**src/rtl/sd_fifo_memctl_if.sv**
```systemverilog
// sd_fifo_memctl_if: bus bundle for the sd_fifo_memctl FIFO controller.
// Groups the consumer-side (write) handshake, producer-side (read) handshake,
// usage count and the external two-port memory connection.
// slave  : the FIFO controller itself
// master : the surrounding logic (producer/consumer plus the memory)
interface sd_fifo_memctl_if #(
  parameter int width = 8,
  parameter int depth = 16
);
  localparam int asz = (depth > 1) ? $clog2(depth) : 1;
  localparam int usz = $clog2(depth + 3);

  // consumer side: words entering the FIFO
  logic             c_srdy;
  logic             c_drdy;
  logic [width-1:0] c_data;

  // producer side: words leaving the FIFO
  logic             p_srdy;
  logic             p_drdy;
  logic [width-1:0] p_data;

  logic [usz-1:0]   usage;

  // external memory with registered read address
  logic             mem_wr_en;
  logic [asz-1:0]   mem_wr_addr;
  logic [width-1:0] mem_d_in;
  logic             mem_rd_en;
  logic [asz-1:0]   mem_rd_addr;
  logic [width-1:0] mem_d_out;

  modport slave (
    input  c_srdy, c_data, p_drdy, mem_d_out,
    output c_drdy, p_srdy, p_data, usage,
           mem_wr_en, mem_wr_addr, mem_d_in, mem_rd_en, mem_rd_addr
  );

  modport master (
    output c_srdy, c_data, p_drdy, mem_d_out,
    input  c_drdy, p_srdy, p_data, usage,
           mem_wr_en, mem_wr_addr, mem_d_in, mem_rd_en, mem_rd_addr
  );
endinterface

```
**src/rtl/sd_fifo_memctl.sv**
```systemverilog
// sd_fifo_memctl: srdy/drdy FIFO controller driving an external two-port
// memory whose read address is registered (data valid one cycle after the
// address is captured). A two-entry output buffer hides that read latency so
// the producer side can pop one word per cycle.
//
// Optional build macro SD_FIFO_MEMCTL_BYPASS_EN: when defined, a push into an
// otherwise empty pipeline (no words in memory, no read in flight, room in the
// output buffer after this cycle's pop) is written straight into the output
// buffer, cutting latency from 2 cycles to 1. Undefined (default): every word
// goes through memory.
//
// Occupancy bookkeeping:
//   mem_cnt  words written to memory and not yet read out
//   rd_pend  a read address was captured last cycle; mem_d_out is valid now
//   obuf_cnt words in the output buffer (0..2), head drives p_data
// A read is only issued if the buffer is guaranteed to have a free slot when
// the data returns, so the buffer can never overflow.
module sd_fifo_memctl #(
  parameter int width = 8,
  parameter int depth = 16
) (
  input  logic              i_clk,
  input  logic              i_reset,
  sd_fifo_memctl_if.slave   io_bus
);

  localparam int asz = (depth > 1) ? $clog2(depth) : 1;
  localparam int usz = $clog2(depth + 3);
  localparam int mcw = $clog2(depth + 1);

  localparam logic [asz-1:0] PTR_LAST = asz'(depth - 1);
  localparam logic [mcw-1:0] MEM_FULL = mcw'(depth);

  // registered state
  logic [asz-1:0]   r_wrptr;
  logic [asz-1:0]   r_rdptr;
  logic [mcw-1:0]   r_mem_cnt;
  logic             r_rd_pend;
  logic [1:0]       r_obuf_cnt;
  logic [width-1:0] r_obuf0;
  logic [width-1:0] r_obuf1;

  // combinational helpers
  logic             w_push;
  logic             w_pop;
  logic             w_byp;
  logic             w_mem_push;
  logic             w_rd_issue;
  logic [1:0]       w_obuf_after_pop;
  logic [1:0]       w_obuf_committed;
  logic             w_load;
  logic [width-1:0] w_load_data;
  logic [width-1:0] w_obuf0_nxt;
  logic [width-1:0] w_obuf1_nxt;
  logic [1:0]       w_obuf_cnt_nxt;
  logic [mcw-1:0]   w_mem_cnt_nxt;
  logic [asz-1:0]   w_wrptr_inc;
  logic [asz-1:0]   w_rdptr_inc;

  // Handshakes. Pushes are masked during reset so the memory never sees a
  // write enable while the controller is being cleared.
  assign io_bus.c_drdy = (r_mem_cnt < MEM_FULL);
  assign w_push        = io_bus.c_srdy & io_bus.c_drdy & ~i_reset;
  assign w_pop         = (r_obuf_cnt != 2'd0) & io_bus.p_drdy;

  assign w_obuf_after_pop = r_obuf_cnt - {1'b0, w_pop};
  // slots that will be occupied once any in-flight read has landed
  assign w_obuf_committed = w_obuf_after_pop + {1'b0, r_rd_pend};

`ifdef SD_FIFO_MEMCTL_BYPASS_EN
  // cut-through only when no older word can still be in memory or in flight
  assign w_byp = (r_mem_cnt == '0) & ~r_rd_pend & (w_obuf_after_pop < 2'd2);
`else
  assign w_byp = 1'b0;
`endif

  assign w_mem_push = w_push & ~w_byp;

  // Reads only target words already counted in mem_cnt, so they can never
  // collide with the address being written in the same cycle.
  assign w_rd_issue = (r_mem_cnt != '0) & (w_obuf_committed < 2'd2) & ~i_reset;

  // Data entering the output buffer: returning memory read, or a bypassed
  // push. The two are mutually exclusive because bypass requires !rd_pend.
  assign w_load      = r_rd_pend | (w_push & w_byp);
  assign w_load_data = r_rd_pend ? io_bus.mem_d_out : io_bus.c_data;

  // explicit wrap keeps non-power-of-two depths inside 0..depth-1
  assign w_wrptr_inc = (r_wrptr == PTR_LAST) ? '0 : r_wrptr + 1'b1;
  assign w_rdptr_inc = (r_rdptr == PTR_LAST) ? '0 : r_rdptr + 1'b1;

  // Output buffer next state: shift on pop, then append the loaded word
  // behind whatever remains.
  always_comb begin
    w_obuf0_nxt    = w_pop ? r_obuf1 : r_obuf0;
    w_obuf1_nxt    = r_obuf1;
    w_obuf_cnt_nxt = w_obuf_after_pop;
    if (w_load) begin
      if (w_obuf_after_pop == 2'd0) begin
        w_obuf0_nxt = w_load_data;
      end else begin
        w_obuf1_nxt = w_load_data;
      end
      w_obuf_cnt_nxt = w_obuf_after_pop + 2'd1;
    end
  end

  // Memory occupancy: +1 on a write to memory, -1 on a read issue.
  always_comb begin
    w_mem_cnt_nxt = r_mem_cnt;
    case ({w_mem_push, w_rd_issue})
      2'b10:   w_mem_cnt_nxt = r_mem_cnt + 1'b1;
      2'b01:   w_mem_cnt_nxt = r_mem_cnt - 1'b1;
      default: w_mem_cnt_nxt = r_mem_cnt;
    endcase
  end

  // Pointer and occupancy registers; reset drops all stored and in-flight words.
  always_ff @(posedge i_clk) begin
    if (i_reset) begin
      r_wrptr    <= '0;
      r_rdptr    <= '0;
      r_mem_cnt  <= '0;
      r_rd_pend  <= 1'b0;
      r_obuf_cnt <= 2'd0;
    end else begin
      if (w_mem_push) begin
        r_wrptr <= w_wrptr_inc;
      end
      if (w_rd_issue) begin
        r_rdptr <= w_rdptr_inc;
      end
      r_mem_cnt  <= w_mem_cnt_nxt;
      r_rd_pend  <= w_rd_issue;
      r_obuf_cnt <= w_obuf_cnt_nxt;
    end
  end

  // Output buffer data registers; cleared so p_data reads 0 out of reset.
  always_ff @(posedge i_clk) begin
    if (i_reset) begin
      r_obuf0 <= '0;
      r_obuf1 <= '0;
    end else begin
      r_obuf0 <= w_obuf0_nxt;
      r_obuf1 <= w_obuf1_nxt;
    end
  end

  assign io_bus.p_srdy = (r_obuf_cnt != 2'd0);
  assign io_bus.p_data = r_obuf0;
  assign io_bus.usage  = usz'(r_mem_cnt) + usz'(r_rd_pend) + usz'(r_obuf_cnt);

  assign io_bus.mem_wr_en   = w_mem_push;
  assign io_bus.mem_wr_addr = r_wrptr;
  assign io_bus.mem_d_in    = io_bus.c_data;
  assign io_bus.mem_rd_en   = w_rd_issue;
  assign io_bus.mem_rd_addr = r_rdptr;

endmodule

```
**src/flat_wrapper.sv**
```systemverilog
// flat-port wrapper written by rule: the top's interface ports become plain ports
module sd_fifo_memctl_flat 
#(
  parameter int width = 8,
  parameter int depth = 16
)
  (i_clk, i_reset, io_bus_c_srdy, io_bus_c_data, io_bus_p_drdy, io_bus_mem_d_out, io_bus_c_drdy, io_bus_p_srdy, io_bus_p_data, io_bus_usage, io_bus_mem_wr_en, io_bus_mem_wr_addr, io_bus_mem_d_in, io_bus_mem_rd_en, io_bus_mem_rd_addr);
  sd_fifo_memctl_if #(.width(width), .depth(depth)) io_bus_i ();
  input  logic i_clk;
  input  logic i_reset;
  input wire logic [$bits(io_bus_i.c_srdy)-1:0] io_bus_c_srdy;
  input wire logic [$bits(io_bus_i.c_data)-1:0] io_bus_c_data;
  input wire logic [$bits(io_bus_i.p_drdy)-1:0] io_bus_p_drdy;
  input wire logic [$bits(io_bus_i.mem_d_out)-1:0] io_bus_mem_d_out;
  output wire logic [$bits(io_bus_i.c_drdy)-1:0] io_bus_c_drdy;
  output wire logic [$bits(io_bus_i.p_srdy)-1:0] io_bus_p_srdy;
  output wire logic [$bits(io_bus_i.p_data)-1:0] io_bus_p_data;
  output wire logic [$bits(io_bus_i.usage)-1:0] io_bus_usage;
  output wire logic [$bits(io_bus_i.mem_wr_en)-1:0] io_bus_mem_wr_en;
  output wire logic [$bits(io_bus_i.mem_wr_addr)-1:0] io_bus_mem_wr_addr;
  output wire logic [$bits(io_bus_i.mem_d_in)-1:0] io_bus_mem_d_in;
  output wire logic [$bits(io_bus_i.mem_rd_en)-1:0] io_bus_mem_rd_en;
  output wire logic [$bits(io_bus_i.mem_rd_addr)-1:0] io_bus_mem_rd_addr;
  assign io_bus_i.c_srdy = io_bus_c_srdy;
  assign io_bus_i.c_data = io_bus_c_data;
  assign io_bus_i.p_drdy = io_bus_p_drdy;
  assign io_bus_i.mem_d_out = io_bus_mem_d_out;
  assign io_bus_c_drdy = io_bus_i.c_drdy;
  assign io_bus_p_srdy = io_bus_i.p_srdy;
  assign io_bus_p_data = io_bus_i.p_data;
  assign io_bus_usage = io_bus_i.usage;
  assign io_bus_mem_wr_en = io_bus_i.mem_wr_en;
  assign io_bus_mem_wr_addr = io_bus_i.mem_wr_addr;
  assign io_bus_mem_d_in = io_bus_i.mem_d_in;
  assign io_bus_mem_rd_en = io_bus_i.mem_rd_en;
  assign io_bus_mem_rd_addr = io_bus_i.mem_rd_addr;
  sd_fifo_memctl #(.width(width), .depth(depth)) u_core (.i_clk(i_clk), .i_reset(i_reset), .io_bus(io_bus_i));
endmodule
```
**config.mk**
```make
export PLATFORM = sky130hd
export DESIGN_NAME = sd_fifo_memctl_flat
export DESIGN_NICKNAME = d
export VERILOG_FILES = /design/src/rtl/sd_fifo_memctl_if.sv /design/src/rtl/sd_fifo_memctl.sv /design/src/flat_wrapper.sv
export SDC_FILE = /design/constraint.sdc
export NUM_CORES = 1
export LEC_CHECK = 0
export BUFFER_PORTS_ARGS = -buffer_cell sky130_fd_sc_hd__buf_2
export CORE_MARGIN = 2
export CORE_UTILIZATION = 40
export CTS_CLUSTER_SIZE = 25
export DETAILED_ROUTE_END_ITERATION = 10
export PLACE_DENSITY = 0.71
export SKIP_CTS_REPAIR_TIMING = 1
export SLEW_MARGIN = 20
export SYNTH_ARGS = -nofsm -noshare
export SYNTH_HDL_FRONTEND = slang
export SYNTH_SLANG_ARGS = --single-unit
```
**constraint.sdc**
```tcl
create_clock -name i_clk -period 4.1 [get_ports i_clk]
set_input_delay 0.615 -clock i_clk [delete_from_list [all_inputs] [get_ports i_clk]]
set_output_delay 0.615 -clock i_clk [all_outputs]
set_load 0.01 [all_outputs]
```
# ---- Word-level counts from Yosys, hierarchy flattened
# Cells that the tools add are included.
dict set report totals {
  reg_bits 32
  in_bits 20
  out_inout_bits 33
  wordCells 41
}
dict set report classes {
  n_addsub 9
  n_lt_le_gt_ge 2
  n_eq_ne 4
  n_mux 7
  n_bitwise 7
  reduce_logical 5
}
# cell n
set op_table {}
lappend op_table {{$mux 8} 3}
lappend op_table {{$pmux 5 s2} 1}
lappend op_table {{$add 4x1->4 const B} 2}
lappend op_table {{$eq 4x4->1 const B} 2}
lappend op_table {{$mux 4} 2}
lappend op_table {{$add 5x1->5} 1}
lappend op_table {{$add 5x1->5 const B} 1}
lappend op_table {{$add 5x2->5} 1}
lappend op_table {{$and 1x1->1} 5}
lappend op_table {{$lt 5x5->1 const B} 1}
lappend op_table {{$reduce_bool 5->1} 1}
lappend op_table {{$sub 5x1->5 const B} 1}
lappend op_table {{$reduce_bool 2->1} 2}
lappend op_table {{$add 2x1->2} 1}
lappend op_table {{$add 2x1->2 const B} 1}
lappend op_table {{$eq 2x1->1 const B} 1}
lappend op_table {{$eq 2x2->1 const B} 1}
lappend op_table {{$logic_not 2->1} 1}
lappend op_table {{$lt 2x2->1 const B} 1}
lappend op_table {{$mux 2} 1}
lappend op_table {{$not 1->1} 2}
lappend op_table {{$reduce_and 2->1} 1}
lappend op_table {{$sub 2x1->2} 1}

# ---- Depth between registers and ports, before layout
dict set report logic_depth {
  depth_word 9
  mapped_depth 17
  ltp_nobuf 16
}

# ---- Worst setup path before layout
# Ideal clock, no wire load.
dict set report synth_path {
  path_type {register -> register}
  startpoint {reg u_core.r_obuf_cnt[1]}
  endpoint {reg u_core.r_mem_cnt[4]}
  setup_ns 0.121
  arrival_ns 3.496
  t_required_ns 3.979
  slack_ns 0.484
  stages_incl_launch_ff 18
  path_buffers 1
  synth_period_minus_slack_ns 3.616
  path_cell_list {dfxtp_1 -> or2_2 -> clkbuf_1 -> nand2_4 -> inv_1 -> ha_1 -> inv_1 -> ha_1 -> xnor3_2 -> o21ai_4 -> nor2_1 -> ha_1 -> inv_1 -> fa_1 -> nor2b_1 -> o22ai_1 -> mux2i_1 -> mux2_2}
}
dict set report synth_between {
  elab_chain_cells 9
  word_cells_on_any_way 11
  cone_classes {add/sub: 2; order compare: 1; eq/ne: 2; mux: 1; bitwise: 3; reduce/logical: 2}
}
# item line_no
set synth_lines {}
lappend synth_lines {{start: declaration} sd_fifo_memctl.sv:39} ;# logic [1:0] r_obuf_cnt;
lappend synth_lines {{start signal: assignment} sd_fifo_memctl.sv:135} ;# r_obuf_cnt <= w_obuf_cnt_nxt;
lappend synth_lines {{$reduce_bool 2->1 (*)} --}
lappend synth_lines {{named net io_bus_p_srdy} flat_wrapper.sv:16} ;# output wire logic [$bits(io_bus_i.p_srdy)-1:0] io_bus_p_srdy;
lappend synth_lines {{$and 1x1->1 (*)} sd_fifo_memctl.sv:64} ;# assign w_pop = (r_obuf_cnt != 2'd0) & io_bus.p_drdy;
lappend synth_lines {{$sub 2x1->2 (*)} sd_fifo_memctl.sv:66} ;# assign w_obuf_after_pop = r_obuf_cnt - {1'b0, w_pop};
lappend synth_lines {{$add 2x1->2 (*)} sd_fifo_memctl.sv:68} ;# assign w_obuf_committed = w_obuf_after_pop + {1'b0, r_rd_pend};
lappend synth_lines {{$lt 2x2->1 (*)} sd_fifo_memctl.sv:81} ;# assign w_rd_issue = (r_mem_cnt != '0) & (w_obuf_committed < 2'd2) & ~i_reset;
lappend synth_lines {{$and 1x1->1 (*) (2 in a row)} sd_fifo_memctl.sv:81}
lappend synth_lines {{named net io_bus_mem_rd_en} flat_wrapper.sv:22} ;# output wire logic [$bits(io_bus_i.mem_rd_en)-1:0] io_bus_mem_rd_en;
lappend synth_lines {{$eq 2x1->1 / $eq 2x2->1 (equally long branches)} sd_fifo_memctl.sv:111} ;# case ({w_mem_push, w_rd_issue})
lappend synth_lines {{$pmux 5 s2 / $reduce_bool 2->1 (equally long branches)} --}
lappend synth_lines {{end signal: assignment} sd_fifo_memctl.sv:133} ;# r_mem_cnt <= w_mem_cnt_nxt;
lappend synth_lines {{end: declaration} sd_fifo_memctl.sv:37} ;# logic [mcw-1:0] r_mem_cnt;
# The timed path passes the listed nets; every way through them passes the cells marked *.
# A chain may end at the register's enable or synchronous reset.

# ---- Worst setup path after layout
dict set report layout_path {
  startpoint {reg u_core.r_obuf_cnt[1]}
  endpoint {reg u_core.r_mem_cnt[4]}
}
dict set report layout_between {
  elab_chain_cells 9
  word_cells_on_any_way 11
  cone_classes {add/sub: 2; order compare: 1; eq/ne: 2; mux: 1; bitwise: 3; reduce/logical: 2}
}
# item line_no
set layout_lines {}
lappend layout_lines {{$reduce_bool 2->1} sd_fifo_memctl.sv:64}
lappend layout_lines {{$and 1x1->1} sd_fifo_memctl.sv:64}
lappend layout_lines {{$sub 2x1->2 (*)} sd_fifo_memctl.sv:66}
lappend layout_lines {{$add 2x1->2 (*)} sd_fifo_memctl.sv:68}
lappend layout_lines {{$lt 2x2->1 (*)} sd_fifo_memctl.sv:81}
lappend layout_lines {{$and 1x1->1 (*) (2 in a row)} sd_fifo_memctl.sv:81}
lappend layout_lines {{$eq 2x1->1 / $eq 2x2->1 (equally long branches)} sd_fifo_memctl.sv:111}
lappend layout_lines {{$pmux 5 s2 / $reduce_bool 2->1 (equally long branches)} --}
# Mark *: on every way between the ends. The rest lies on a longest branch, timed or not.

==> summary.txt <==
Synth
  – Sequential share of the synthesized area: 37.3%
  – Synth Area per Inst: 9.24 sq um
  – Synth top area share: 37.3%
  – Post-Syn Nets: 219
  – Number of synthesized flops with an enable pin: 0
  – Yosys cell types: 37
  – Synth warn: 0
  – Netlist Area Pre-Place: 0.00172 sq mm
  – Prevailing post-synth register cell: dfxtp_1
  – Seq cells post-synth: 32
  – Fraction of registers with async set or reset after synthesis: 0%
  – Syn Inst Count: 186
  – Dominant cells by area after synthesis: dfxtp_1 37%, mux2i_1 10%, ha_1 7.3%
  – Post-synth top cells: 32 x dfxtp_1, 32 x nor2_1, 18 x mux2i_1, 13 x inv_1
  – Post-synth top area cell: dfxtp_1

Critical path
  – Critical Path Source Type: flop
  – Critical Path RT: 4270 ps
  – Critical R2R Launch: u_core.r_obuf_cnt[1]
  – CP Max Fanout: 9
  – Cells along the critical path: or2_2 > nand2_4 > inv_1 > ha_1 > inv_1 > ha_1 > xnor3_2 > o21ai_4 > nor2_1 > ha_1 > inv_1 > fa_1 > nor2b_1 > o22ai_1 > mux2i_1 > mux2_2
  – Register-to-Register Path Depth: 16
  – CP peak stage delay: 390 ps
  – WP data arrival: 3800 ps
  – Worst Setup End Kind: flop
  – Reg2reg end: u_core.r_mem_cnt[4]
  – R2R setup slack: 470 ps
  – Max stage delay cell, worst path: fa_1
  – Crit path kind: reg -> reg

STA
  – Hold Fails Final Rpt: 0
  – Final setup fails: 0
  – Final critical-path required period: 3630 ps
  – Worst Max-Slew Pin Slew: 527 ps
  – Max-slew violation count: 0
  – Final worst path period share: 88.6%
  – Fmax: 275 MHz
  – Setup TNS: 0 ps
  – Worst setup margin: 469 ps
  – Max-slew headroom: 64.8%
  – Clock Skew: 4.10 ps
  – RSZ-0062 raised after global routing: no

Final layout
  – # diodes: 0
  – Area Overhead vs Synth: 14.9%
  – Layout cells sized above 1: 24.5%
  – Post-Layout Inst Area: 0.00198 sq mm
  – Nets: 248

Drt
  – Vias per cell: 5.00
  – Post-Route WL: 3250 microns
  – Routed len/inst: 12.2 microns
  – Vias: 1331
  – Drt first pass iters: 4
  – Drt initial violations: 48
  – Antenna viol nets, final: 0
  – DRC: 0

Clock network
  – Worst-skew pair later-pin latency: 280 ps
  – Clock Pin Slew Worst Setup and Hold Paths: 70 ps
  – Clk root buf: clkbuf_8
  – H-tree Lvls: 2
  – Total CTS buffers: 5
  – Max Root-Sink Buffers: 2
  – CTS tree: built
  – Sink Count: 32

Power
  – LEAKAGE: 0.000966 uW
  – Maximum vdd drop: 0.000245 V
  – Final Power: 1410 uW
  – Power density cells: 714 mW/mm^2

Floorplan
  – IO Pins: 53
  – Core area: 0.00406 sq mm
  – Chip width: 69.6 microns
  – Die height: 69.6 microns
  – Starting Density: 42.4%
  – Full die area: 0.00484 sq mm
  – FP Rows: 23

Run
  – Maxcap violations: 0

Placed design
  – Dpl ws: 486 ps
  – DP Area: 0.00187 sq mm
  – Routability congestion estimate: 0.785
  – Dpl hpwl: 2400 microns
  – PortBufs: 36

Min path
  – HP Class: reg -> reg
  – Cell depth of the worst hold path: 2
  – Worst Hold Endpoint: u_core.r_obuf1[4]
  – HP Start: u_core.r_obuf1[4]

GRT
  – Largest net degree at the start of global routing: 20
  – Initial antenna violation count: 0
  – Vias in the first global route: 1220
  – Total grt overflow: 0
  – First-pass GRT wire length: 5420 microns
  – Total GRT Usage: 13.8%

Run status
  – Outcome: complete, no violations
[stage by stage]
stage | hold WS (ps) | util (%) | cells
after floorplan | 460 | - | 186
final | 498 | 48.7 | 266
after global placement | 474 | 46.0 | 258
after CTS | 501 | 48.7 | 266
after global routing | 524 | 48.7 | 266
after detailed placement | 483 | 46.0 | 258
[final cells by class]
cell class	instances	area, sq um
Fill cell	394	2080
Multi-Input combinational cell	126	928
Tap cell	50	62.6
Clock inverter	2	35.0
Sequential cell	32	641
Clock buffer	6	72.6
Inverter	13	48.8
Timing Repair Buffer	37	188
[state kept, by name, summed over array words and instances, names as in the netlist]
register and count:
u_core.io_bus.mem_wr_addr 4, u_core.r_obuf1 8, u_core.r_mem_cnt 5, u_core.r_rd_pend 1, u_core.io_bus.mem_rd_addr 4, u_core.io_bus.p_data 8
u_core.r_obuf_cnt 2
[power breakdown]
group,switching (uW),internal [uW]
combinational,353,309
sequential,70.1,383
clock,116,180
[per-layer routing]
metal | global-route usage [%] | part of all wire, % | vias up
li1 | - | - | 686
met1 | 17.6 | 48 | 612
met2 | 21.3 | 44 | 27
met3 | 5.81 | 5.8 | 6
met4 | 4.58 | 1.2 | 0
met5 | 0 | 0 | -
[critical path: cells and delay by family (launching register included)]
kind,cells,cell delay [ps]
and+or+nand+nor,4,830
DFF,1,370
AOI/OAI and AO/OA,2,210
adders and majority gates,4,1120
muxes,2,510
xor gates and xnor gates,1,250
buffers and inverters,3,200
[cell families after synthesis]
group	Yosys count	share of synthesized area, %
DFF	32	37.3
xor gates and xnor gates	7	4.44
AOI/OAI and AO/OA	29	12.4
adders and majority gates	13	10.8
muxes	19	11.1
and+or+nand+nor	58	15.3
buffers and inverters	28	8.73
[cell usage in the layout, fill, tap and decap left out, types with 2 or more instances in the layout]
master    instances
or2_2             2
fa_1              3
nor2b_1           4
o21ai_0           2
ha_1             10
nand2_1          10
buf_2            36
inv_1            13
xor2_1            3
clkbuf_8          5
nor2_1           32
nand3_1           3
mux2i_1          18
a311o_1           2
dfxtp_1          32
a211oi_1          8
xnor2_1           3
a21oi_1           8
[how the worst max path moves through the flow]
stage | start | end | slack [ps]
floorplan | u_core.r_obuf_cnt[1] | u_core.r_mem_cnt[4] | 480
global placement | io_bus_p_drdy | u_core.r_mem_cnt[4] | 610
detailed placement | u_core.r_obuf_cnt[1] | u_core.r_mem_cnt[4] | 490
CTS | u_core.r_obuf_cnt[1] | u_core.r_mem_cnt[4] | 470
global route | u_core.r_obuf_cnt[1] | u_core.r_mem_cnt[4] | 190
finish | u_core.r_obuf_cnt[1] | u_core.r_mem_cnt[4] | 470
Note: power is estimated with default switching activity, not from simulation.
